## src/rtl/aes_reset_sequencer.sv

```systemverilog
// Reset release sequencer for the AES datapath: stretches reset, releases key expansion,
// waits for key_ready, then releases the round core. Optional heartbeat: RSTSEQ_HEARTBEAT_EN.
module aes_reset_sequencer #(
    parameter int HOLD_CYCLES = 16,
    parameter int KEY_TIMEOUT = 1024,
    parameter int CNT_W       = 12
`ifdef RSTSEQ_HEARTBEAT_EN
    ,
    parameter int HB_DIV      = 50
`endif
) (
    input  logic       clock,
    input  logic       reset,
    input  logic       key_ready,
    input  logic       soft_rst_req,
    output logic       key_rst_n,
    output logic       core_rst_n,
    output logic       sys_ready,
    output logic       fault,
    output logic [2:0] seq_state
`ifdef RSTSEQ_HEARTBEAT_EN
    ,
    output logic       heartbeat
`endif
);

    localparam logic [2:0] HOLD     = 3'd0;
    localparam logic [2:0] KEY_REL  = 3'd1;
    localparam logic [2:0] CORE_REL = 3'd2;
    localparam logic [2:0] RUN      = 3'd3;
    localparam logic [2:0] FAULT    = 3'd4;

    localparam logic [CNT_W-1:0] CNT_ZERO  = '0;
    localparam logic [CNT_W-1:0] CNT_ONE   = CNT_W'(1);
    localparam logic [CNT_W-1:0] HOLD_LAST = CNT_W'(HOLD_CYCLES - 1);
    localparam logic [CNT_W-1:0] KEY_LAST  = CNT_W'(KEY_TIMEOUT - 1);

    logic [2:0]       state;
    logic [CNT_W-1:0] cnt;

    assign seq_state = state;

    // Hard reset beats soft request; soft request beats normal sequencing.
    // The counter is cleared on every transition so it can never wrap.
    always_ff @(posedge clock) begin
        if (!reset) begin
            state      <= HOLD;
            cnt        <= CNT_ZERO;
            key_rst_n  <= 1'b0;
            core_rst_n <= 1'b0;
            sys_ready  <= 1'b0;
            fault      <= 1'b0;
        end else if (soft_rst_req) begin
            state      <= HOLD;
            cnt        <= CNT_ZERO;
            key_rst_n  <= 1'b0;
            core_rst_n <= 1'b0;
            sys_ready  <= 1'b0;
            fault      <= 1'b0;
        end else begin
            case (state)
                HOLD: begin
                    if (cnt == HOLD_LAST) begin
                        state     <= KEY_REL;
                        cnt       <= CNT_ZERO;
                        key_rst_n <= 1'b1;
                    end else begin
                        cnt <= cnt + CNT_ONE;
                    end
                end
                KEY_REL: begin
                    if (key_ready) begin
                        state      <= CORE_REL;
                        cnt        <= CNT_ZERO;
                        core_rst_n <= 1'b1;
                    end else if (cnt == KEY_LAST) begin
                        state     <= FAULT;
                        cnt       <= CNT_ZERO;
                        fault     <= 1'b1;
                        key_rst_n <= 1'b0;
                    end else begin
                        cnt <= cnt + CNT_ONE;
                    end
                end
                CORE_REL: begin
                    state     <= RUN;
                    cnt       <= CNT_ZERO;
                    sys_ready <= 1'b1;
                end
                RUN: begin
                    if (!key_ready) begin
                        state      <= FAULT;
                        cnt        <= CNT_ZERO;
                        fault      <= 1'b1;
                        sys_ready  <= 1'b0;
                        core_rst_n <= 1'b0;
                        key_rst_n  <= 1'b0;
                    end
                end
                FAULT: begin
                    cnt        <= CNT_ZERO;
                    key_rst_n  <= 1'b0;
                    core_rst_n <= 1'b0;
                    sys_ready  <= 1'b0;
                    fault      <= 1'b1;
                end
                default: begin
                    state      <= HOLD;
                    cnt        <= CNT_ZERO;
                    key_rst_n  <= 1'b0;
                    core_rst_n <= 1'b0;
                    sys_ready  <= 1'b0;
                    fault      <= 1'b0;
                end
            endcase
        end
    end

`ifdef RSTSEQ_HEARTBEAT_EN
    localparam int HB_W = (HB_DIV > 1) ? $clog2(HB_DIV) : 1;
    localparam logic [HB_W-1:0] HB_ZERO = '0;
    localparam logic [HB_W-1:0] HB_ONE  = HB_W'(1);
    localparam logic [HB_W-1:0] HB_LAST = HB_W'(HB_DIV - 1);

    logic [HB_W-1:0] hb_cnt;

    // Heartbeat keys off the registered state, so it drops the edge after RUN is left.
    always_ff @(posedge clock) begin
        if (!reset || soft_rst_req || state != RUN) begin
            hb_cnt    <= HB_ZERO;
            heartbeat <= 1'b0;
        end else if (hb_cnt == HB_LAST) begin
            hb_cnt    <= HB_ZERO;
            heartbeat <= ~heartbeat;
        end else begin
            hb_cnt <= hb_cnt + HB_ONE;
        end
    end
`endif

endmodule

```

## config.mk

```make
export PLATFORM = sky130hd
export DESIGN_NAME = aes_reset_sequencer
export DESIGN_NICKNAME = d
export VERILOG_FILES = /design/src/rtl/aes_reset_sequencer.sv
export SDC_FILE = /design/constraint.sdc
export NUM_CORES = 1
export LEC_CHECK = 0
export CAP_MARGIN = 40
export CORE_MARGIN = 1
export CORE_UTILIZATION = 55
export CTS_CLUSTER_SIZE = 24
export DETAILED_ROUTE_END_ITERATION = 8
export HOLD_SLACK_MARGIN = 0.02
export PLACE_DENSITY = 0.78
export SLEW_MARGIN = 25
export SYNTH_ARGS = -nofsm -noshare
export SYNTH_HDL_FRONTEND = slang
export SYNTH_SLANG_ARGS = --single-unit
```

## constraint.sdc

```tcl
create_clock -name clock -period 2.79 [get_ports clock]
set_input_delay 0.837 -clock clock [delete_from_list [all_inputs] [get_ports clock]]
set_output_delay 0.837 -clock clock [all_outputs]
set_load 0.02 [all_outputs]
```

==> flow_summary_export.csv, run 1 <==
group,metric,value,unit
status,status,"complete, no violations",
global_route,busiest_layer,"met2",
layout,final_core_util,0.680,
synth,synthAdderAreaFrac,0.0121,
global_route,antenna_found_initial,0,
layout,nNetsFinal,144,
sta,setup_viol,0,
routing,vias,981,
layout,multiInputGateArea,608,um^2
pwr,seq_power_share,0.640,
critical_path,slowest_stage,"clkdlybuf4s50_1",
critical_path,slowest_delay,0.70,ns
critical_path,cp_max_fo,14,
routing,dr.pass1.iters,4,
global_route,grtUsageMet3,0.0280,
min_path,min_path_type,"flip-flop to flip-flop",
die,io_pins,11,
synth,yosysWarnings,0,
layout,mostFrequentLayoutCell,"dfxtp_1",
sta,fin_crit_sh,0.880,
sta,rsz0062_at_grt,"false",
critical_path,crit_required,1.95,ns
sta,max_freq,408,MHz
pwr,pwr-share-comb,0.040,
cts,cts_tree,"yes",
synth,synth-simple-area-share,0.368,
critical_path,critPathKind,"flip-flop to output pin",
pwr,leakagePower,0.404,nW
place,place_congestion,0.810,
critical_path,critPathTopFamily,"buffers and inverters",
synth,syn-cell-area,0.00103,mm^2
sta,hold_viol_final,0,
pwr,internal_power,0.337,mW
global_route,grt_remaining_overflow,0,
min_path,whs_path_depth,2,
cts,postCtsSetupBuffers,0,
synth,synth_edf_count,0,
die,start_util,0.591,
cts,h-tree-depth,1,
layout,seq_area,380,um^2
global_route,grt_max_degree,15,
die,core_region_area,0.00175,mm^2
routing,antenna_left,0,
die,core.rowCount,15,
synth,muxShareOfSynthArea,0,
cts,cts-root-buf,"clkbuf_4",
sta,hold_slack,0.459,ns
sta,fin_skew,0.000878,ns
die,dieHeight,45.3,um
synth,async_reset_ff_frac,0,
place,port_buffers,10,
layout,final_cell_mix,"19 x dfxtp_1, 15 x nand2_1, 15 x nor2_1",
synth,ys_seq_area_frac,0.368,
routing,wire_per_inst,12.8,um
critical_path,arrival,1.62,ns
routing,drt-initial-drc-count,63,
critical_path,r2r_end,"cnt[3]",
synth,syn_avg_cell_area,8.13,um^2
pwr,p_sw,0.0918,mW
sta,slew_headroom,0.678,
cts,cts_buffers,3,
layout,drive_gt1_frac,0.101,
pwr,power_density,361,mW/mm^2
synth,ys_ff_latch,19,
min_path,hold_end,"fault",
synth,ys.flop_type,"dfxtp_1",
pwr,p_clk_frac,0.320,
layout,final_area,0.00119,mm^2
sta,tightest_slew,0.478,ns
layout,num-fill-cells,133,
synth,synth-compound-area-share,0.166,
layout,syn_to_final_growth,15.0,%
global_route,gr-usage-all-layers,0.238,
critical_path,crit_path_end_kind,"output pin",
critical_path,critical_path.cell_chain,"clkdlybuf4s50_1",
cts,holdBufCountCts,0,
synth,synth_cells,127,
die,die_area,0.00205,mm^2
global_route,grt_first_pass_wirelength,3620,um
routing,routed_via_density,6.02,
global_route,use_met1,0.310,
place,dp_hpwl,1580,um
place,dpl_cell_area,0.00116,mm^2
pwr,design_power_total,0.428,mW
synth,yosys.cell_types.count,39,
synth,synth_top_family_by_area,"simple AND/OR/NAND/NOR gates",
pwr,p_sw_frac,0.214,
cts,clk_latency,0.28,ns
synth,synth_nets,132,
critical_path,regToRegSetupSlack,0.81,ns
cts,post_cts_resized,0,
routing,totalWireLength,2080,um
critical_path,r2r_start,"cnt[0]",
synth,synthXorXnorAreaFrac,0.0424,
critical_path,crit_path_start_kind,"flip-flop",
sta,period_minus_slack,2.45,ns
die,die_x,45.3,um
cts,clock_path_buffers,2,
cts,cts.clk_slew.worst_paths,0.11,ns
sta,final.setup.tns,0,ns
job,maxCapViolations,0,
min_path,hp-start,"fault",
global_route,met2_usage,0.403,
layout,antenna_cells,0,
cts,clkSinkCount,19,
sta,final_max_slew_viol_count,0,
routing,drc_errors,0,
global_route,grt_pass1_vias,854,
critical_path,cp_num_buf_inv,1,
critical_path,reg2regPathDepth,6,
pwr,vdd_ir_drop_max,0.265,mV
[cell usage after synthesis, types with 2 or more instances]
| library cell | n | area (um^2) |
|---|---|---|
| a211oi_1 | 2 | 15.0 |
| nand4_1 | 4 | 25.0 |
| o22ai_1 | 2 | 12.5 |
| a31oi_1 | 4 | 25.0 |
| nand4b_1 | 2 | 17.5 |
| and3_1 | 2 | 12.5 |
| nand2b_1 | 3 | 18.8 |
| a22oi_1 | 2 | 15.0 |
| xor2_1 | 4 | 35.0 |
| buf_2 | 2 | 10.0 |
| nor2_1 | 15 | 56.3 |
| and4_1 | 3 | 26.3 |
| nand2_1 | 15 | 56.3 |
| dfxtp_1 | 19 | 380 |
| o31ai_1 | 2 | 15.0 |
| clkbuf_1 | 4 | 15.0 |
| nor3_1 | 2 | 10.0 |
| nand3_1 | 5 | 25.0 |
| a21oi_1 | 9 | 45.0 |
| or3_1 | 4 | 25.0 |
| or3b_1 | 2 | 17.5 |
| inv_1 | 3 | 11.3 |
[flip-flops by register name, summed over array words and instances, names as in the netlist]
signal	cells
key_rst_n	1
fault	1
cnt	12
sys_ready	1
seq_state	3
core_rst_n	1
[cell families after synthesis]
logic type,Yosys count
AND/OR/NAND/NOR,66
AO/OA/AOI/OAI,26
flip-flops,19
buffers and inverters,10
XOR/XNOR,5
adder cells (fa/ha/maj),1
[power groups by stage]
stage                     clock network (mW)  registers [mW]  logic, mW
after floorplan                            0           0.280    0.00942
after global placement                     0           0.280     0.0169
after detailed placement                   0           0.280     0.0172
after CTS                              0.143           0.274     0.0172
after global routing                   0.158           0.275     0.0189
final                                  0.137           0.274     0.0172
[layout make-up]
| cell class | instances | area share |
|---|---|---|
| Clock buffer | 4 | 0.0221 |
| Sequential cell | 19 | 0.320 |
| Inverter | 3 | 0.00948 |
| Tap cell | 25 | 0.0263 |
| Multi-Input combinational cell | 98 | 0.512 |
| Timing Repair Buffer | 14 | 0.110 |
[worst max-delay path by stage]
stage	start	endpoint	cells after the start	slack (ns)
final	seq_state[2]	seq_state[2]	1	0.34
after global routing	seq_state[2]	seq_state[2]	1	0.25
after CTS	seq_state[2]	seq_state[2]	1	0.35
after detailed placement	key_ready	cnt[11]	6	0.14
after global placement	key_ready	cnt[9]	6	0.23
after floorplan	key_ready	cnt[9]	5	0.67
[through the flow]
step | setup WS, ns | instances
4_1_cts | 0.352 | 163
3_5_place_dp | 0.143 | 159
3_3_place_gp | 0.229 | 159
2_1_floorplan | 0.668 | 127
6_report | 0.336 | 163
5_1_grt | 0.247 | 163
[metal layers]
metal / routed length [um] / vias up
li1: - / 478
met1: 931 / 473
met2: 1040 / 28
met3: 90 / 2
met4: 17 / 0
met5: 0 / -
No activity file was read; power rests on OpenSTA's default activity.
==> run 2: changes to the inputs <==
--- a/config.mk
+++ b/config.mk
@@ -11,6 +11,7 @@
 export CTS_CLUSTER_SIZE = 24
 export DETAILED_ROUTE_END_ITERATION = 8
 export HOLD_SLACK_MARGIN = 0.02
+export MAX_ROUTING_LAYER = met4
 export PLACE_DENSITY = 0.78
 export SLEW_MARGIN = 25
 export SYNTH_ARGS = -nofsm -noshare
==> run 2 against run 1 <==
Against the previous run:
- final area unchanged
- critical path depth is the same
- via count up 1.5%
- utilization stayed put
- flip-flop and latch count did not move
- clock skew up 0.0013 ns
- register-to-register slack barely moved
- wire length increased by 1.3%
- combinational power about the same
- first-iteration DRC count rose by 3.2%
- sequential share of layout area is the same
- critical path type unchanged
- largest cell class unchanged
==> flow_summary_export.csv, run 2 (synthesis gave the netlist of run 1 again) <==
group,metric,value,unit
status,status,"complete, no violations",
layout,largest_reg_flops,12,
global_route,antenna_found_initial,0,
critical_path,cp_max_fo,14,
critical_path,critPathTopFamily,"buffers and inverters",
routing,totalWireLength,2110,um
layout,multiInputGateArea,608,um^2
cts,cts_tree,"yes",
routing,antenna_left,0,
routing,wire_per_inst,12.9,um
global_route,grt_pass1_vias,854,
place,placed_cells,159,
sta,hold_viol_final,0,
routing,vias,996,
critical_path,crit_required,1.95,ns
cts,post_cts_resized,0,
pwr,leakagePower,0.404,nW
sta,fin_crit_sh,0.884,
die,die_area,0.00205,mm^2
pwr,power_density,362,mW/mm^2
sta,setup_viol,0,
cts,clock_path_buffers,2,
layout,nNetsFinal,144,
pwr,design_power_total,0.429,mW
critical_path,crit_path_start_kind,"flip-flop",
layout,syn_to_final_growth,15.0,%
global_route,use_met1,0.310,
critical_path,slowest_stage,"clkdlybuf4s50_1",
layout,final_cell_mix,"19 x dfxtp_1, 15 x nand2_1, 15 x nor2_1",
critical_path,critPathKind,"flip-flop to output pin",
cts,h-tree-depth,1,
global_route,met2_usage,0.403,
die,die_x,45.3,um
die,io_pins,11,
critical_path,arrival,1.63,ns
place,dp_hpwl,1580,um
die,start_util,0.591,
layout,antenna_cells,0,
cts,holdBufCountCts,0,
global_route,grt_remaining_overflow,0,
routing,dr.pass1.iters,4,
global_route,busiest_layer,"met2",
layout,largest-register,"cnt",
sta,slew_headroom,0.671,
min_path,min_path_type,"flip-flop to flip-flop",
sta,period_minus_slack,2.47,ns
global_route,grt_first_pass_wirelength,3620,um
layout,final_core_util,0.680,
die,core_region_area,0.00175,mm^2
global_route,grt_max_degree,15,
layout,stdcell_count,163,
place,place_congestion,0.821,
place,port_buffers,10,
cts,cts-root-buf,"clkbuf_4",
critical_path,regToRegSetupSlack,0.80,ns
die,core.rowCount,15,
job,maxCapViolations,0,
global_route,grtUsageMet3,0.0280,
cts,postCtsSetupBuffers,0,
layout,num-fill-cells,133,
sta,final.setup.tns,0,ns
critical_path,critical_path.cell_chain,"clkdlybuf4s50_1",
layout,mostFrequentLayoutCell,"dfxtp_1",
cts,cts_buffers,3,
critical_path,cp_num_buf_inv,1,
routing,routed_via_density,6.11,
sta,fin_skew,0.00216,ns
sta,tightest_slew,0.489,ns
die,dieHeight,45.3,um
critical_path,slowest_delay,0.70,ns
sta,rsz0062_at_grt,"false",
cts,clkSinkCount,19,
layout,drive_gt1_frac,0.101,
sta,final_max_slew_viol_count,0,
critical_path,crit_path_end_kind,"output pin",
cts,clk_latency,0.29,ns
global_route,gr-usage-all-layers,0.245,
sta,max_freq,406,MHz
routing,drt-initial-drc-count,65,
pwr,vdd_ir_drop_max,0.266,mV
cts,cts.clk_slew.worst_paths,0.11,ns
layout,seq_area,380,um^2
routing,drc_errors,0,
-- run 2: cell counts in the layout (fill, tap and decap cells not counted) --
Identical to the previous run, type by type.
-- run 2: report_power, final --
| group | leakage (nW) | switching [mW] | internal, mW | total, mW |
|---|---|---|---|---|
| sequential | 0.153 | 0.00156 | 0.273 | 0.274 |
| combinational | 0.236 | 0.00859 | 0.00869 | 0.0173 |
| clock | 0.0150 | 0.0826 | 0.0554 | 0.138 |
-- run 2: final timing paths --
path | cells after the start | to | from
hold reg to reg | 2 | fault | fault
setup reg to reg | 6 | cnt[3] | cnt[0]
setup / recovery | 1 | seq_state[2] | seq_state[2]
hold / removal | 2 | fault | fault
-- run 2: final cells by class --
cell class,instances,area share
Multi-Input combinational cell,98,0.512
Inverter,3,0.00948
Timing Repair Buffer,14,0.110
Tap cell,25,0.0263
Clock buffer,4,0.0221
Sequential cell,19,0.320
-- run 2: layer usage --
metal,share of wire,wire length (um),vias up
li1,-,-,479
met1,0.45,946,478
met2,0.49,1030,37
met3,0.051,108,2
met4,0.0081,17,0
met5,0,0,-
-- run 2: stage by stage --
stage / worst slack, ns / instance area (um^2) / hold WS, ns
finish: 0.324 / 1190 / 0.459
global route: 0.247 / 1190 / 0.497
CTS: 0.352 / 1190 / 0.466
detailed placement: 0.143 / 1160 / 0.449
global placement: 0.229 / 1160 / 0.439
floorplan: 0.668 / 1030 / 0.457
==> run 3: changes to the inputs <==
--- a/config.mk
+++ b/config.mk
@@ -12,7 +12,7 @@
 export DETAILED_ROUTE_END_ITERATION = 8
 export HOLD_SLACK_MARGIN = 0.02
 export MAX_ROUTING_LAYER = met4
-export PLACE_DENSITY = 0.78
+export PLACE_DENSITY = 0.76
 export SLEW_MARGIN = 25
 export SYNTH_ARGS = -nofsm -noshare
 export SYNTH_HDL_FRONTEND = slang
==> run 3 against run 2 <==
Against the previous run:
- worst setup slack improved by 0.017 ns
- count of clock-buffer cells in the layout did not move
- sequential share of layout area did not move
- sequential power barely moved
- combinational power barely moved
==> flow_summary_export.csv, run 3 (synthesis gave the netlist of run 1 again) <==
group,metric,value,unit
status,status,"complete, no violations",
critical_path,critical_path.cell_chain,"clkdlybuf4s50_1",
routing,antenna_left,0,
min_path,whs_path_depth,2,
cts,post_cts_resized,0,
cts,cts_buffers,3,
die,core_region_area,0.00175,mm^2
pwr,p_clk_frac,0.321,
pwr,vdd_ir_drop_max,0.241,mV
job,maxCapViolations,0,
critical_path,cp_max_fo,14,
critical_path,cp_num_buf_inv,1,
routing,dr.pass1.iters,4,
global_route,antenna_found_initial,0,
cts,cts-root-buf,"clkbuf_4",
die,die_area,0.00205,mm^2
pwr,p_sw_frac,0.215,
layout,antenna_cells,0,
min_path,min_path_type,"flip-flop to flip-flop",
sta,period_minus_slack,2.45,ns
critical_path,critPathKind,"flip-flop to output pin",
layout,drive_gt1_frac,0.101,
sta,rsz0062_at_grt,"false",
cts,cts.clk_slew.worst_paths,0.11,ns
global_route,grt_pass1_vias,810,
critical_path,critical_path_depth,1,
routing,totalWireLength,2190,um
cts,holdBufCountCts,0,
cts,clkSinkCount,19,
critical_path,critPathTopFamily,"buffers and inverters",
layout,largest-register,"cnt",
place,port_buffers,10,
sta,slew_headroom,0.694,
sta,max_freq,408,MHz
layout,num-fill-cells,153,
critical_path,regToRegSetupSlack,0.76,ns
critical_path,slowest_delay,0.70,ns
sta,final_max_slew_viol_count,0,
critical_path,arrival,1.61,ns
global_route,grt_max_degree,15,
routing,wire_per_inst,13.5,um
cts,h-tree-depth,1,
critical_path,crit_required,1.95,ns
place,place_congestion,0.822,
cts,clk_latency,0.29,ns
die,core.rowCount,15,
critical_path,crit_path_start_kind,"flip-flop",
pwr,p_sw,0.0923,mW
sta,hold_viol_final,0,
place,dp_hpwl,1670,um
die,die_x,45.3,um
sta,tightest_slew,0.458,ns
routing,drc_errors,0,
critical_path,crit_path_end_kind,"output pin",
global_route,gr-usage-all-layers,0.247,
sta,final.setup.tns,0,ns
critical_path,reg2regPathDepth,6,
place,placed_cells,159,
layout,final_cell_mix,"19 x dfxtp_1, 15 x nand2_1, 15 x nor2_1",
routing,routed_via_density,5.85,
pwr,power_density,361,mW/mm^2
pwr,leakagePower,0.404,nW
cts,cts_tree,"yes",
layout,mostFrequentLayoutCell,"dfxtp_1",
sta,fin_skew,0.00987,ns
global_route,grt_first_pass_wirelength,3550,um
layout,multiInputGateArea,608,um^2
layout,final_core_util,0.680,
layout,syn_to_final_growth,15.0,%
sta,fin_crit_sh,0.878,
pwr,internal_power,0.337,mW
layout,largest_reg_flops,12,
cts,postCtsSetupBuffers,0,
layout,seq_area,380,um^2
layout,nNetsFinal,144,
global_route,grt_remaining_overflow,0,
routing,vias,953,
place,place_ws,0.181,ns
layout,stdcell_count,163,
routing,drt-initial-drc-count,26,
sta,setup_ws,0.341,ns
pwr,seq_power_share,0.639,
die,start_util,0.591,
die,dieHeight,45.3,um
sta,hold_slack,0.465,ns
sta,setup_viol,0,
die,io_pins,11,
pwr,pwr-share-comb,0.040,
cts,clock_path_buffers,2,
critical_path,slowest_stage,"clkdlybuf4s50_1",
## run 3: path summary, 6_finish.rpt
check                                  start            to
worst max-delay path            seq_state[2]  seq_state[2]
worst min-delay path                   fault         fault
worst max register to register        cnt[0]  seq_state[2]
worst min register to register         fault         fault
## run 3: stage by stage
stage	cell area, um^2	total power, mW
after floorplan	1030	0.289
after global placement	1160	0.297
after detailed placement	1160	0.298
after CTS	1190	0.434
after global routing	1190	0.447
final	1190	0.429
## run 3: area by class of cell
type,instances,share of cell area
timing repair buffer,14,0.110
tap,25,0.0263
clock buffer,4,0.0221
inverter,3,0.00948
sequential,19,0.320
multi-input combinational,98,0.512
## run 3: routing by layer
| metal | part of all wire | global-route usage | vias to the layer above |
|---|---|---|---|
| li1 | - | - | 483 |
| met1 | 0.49 | 0.319 | 449 |
| met2 | 0.47 | 0.383 | 17 |
| met3 | 0.026 | 0.0400 | 4 |
| met4 | 0.012 | 0.0970 | 0 |
| met5 | 0 | - | - |
## run 3: power by group through the flow
stage          registers [mW]  logic, mW  clock network (mW)
3_5_place_dp            0.280     0.0172                   0
6_report                0.274     0.0170               0.138
3_3_place_gp            0.280     0.0168                   0
5_1_grt                 0.275     0.0191               0.154
2_1_floorplan           0.280    0.00942                   0
4_1_cts                 0.274     0.0173               0.142
## run 3: worst register-to-register path: stages, from the launching register on
cell,delay (ns)
dfxtp_1,0.41
ha_1,0.26
and4_1,0.26
and4_1,0.31
nor2_1,0.13
or4_1,0.47
a21oi_1,0.12
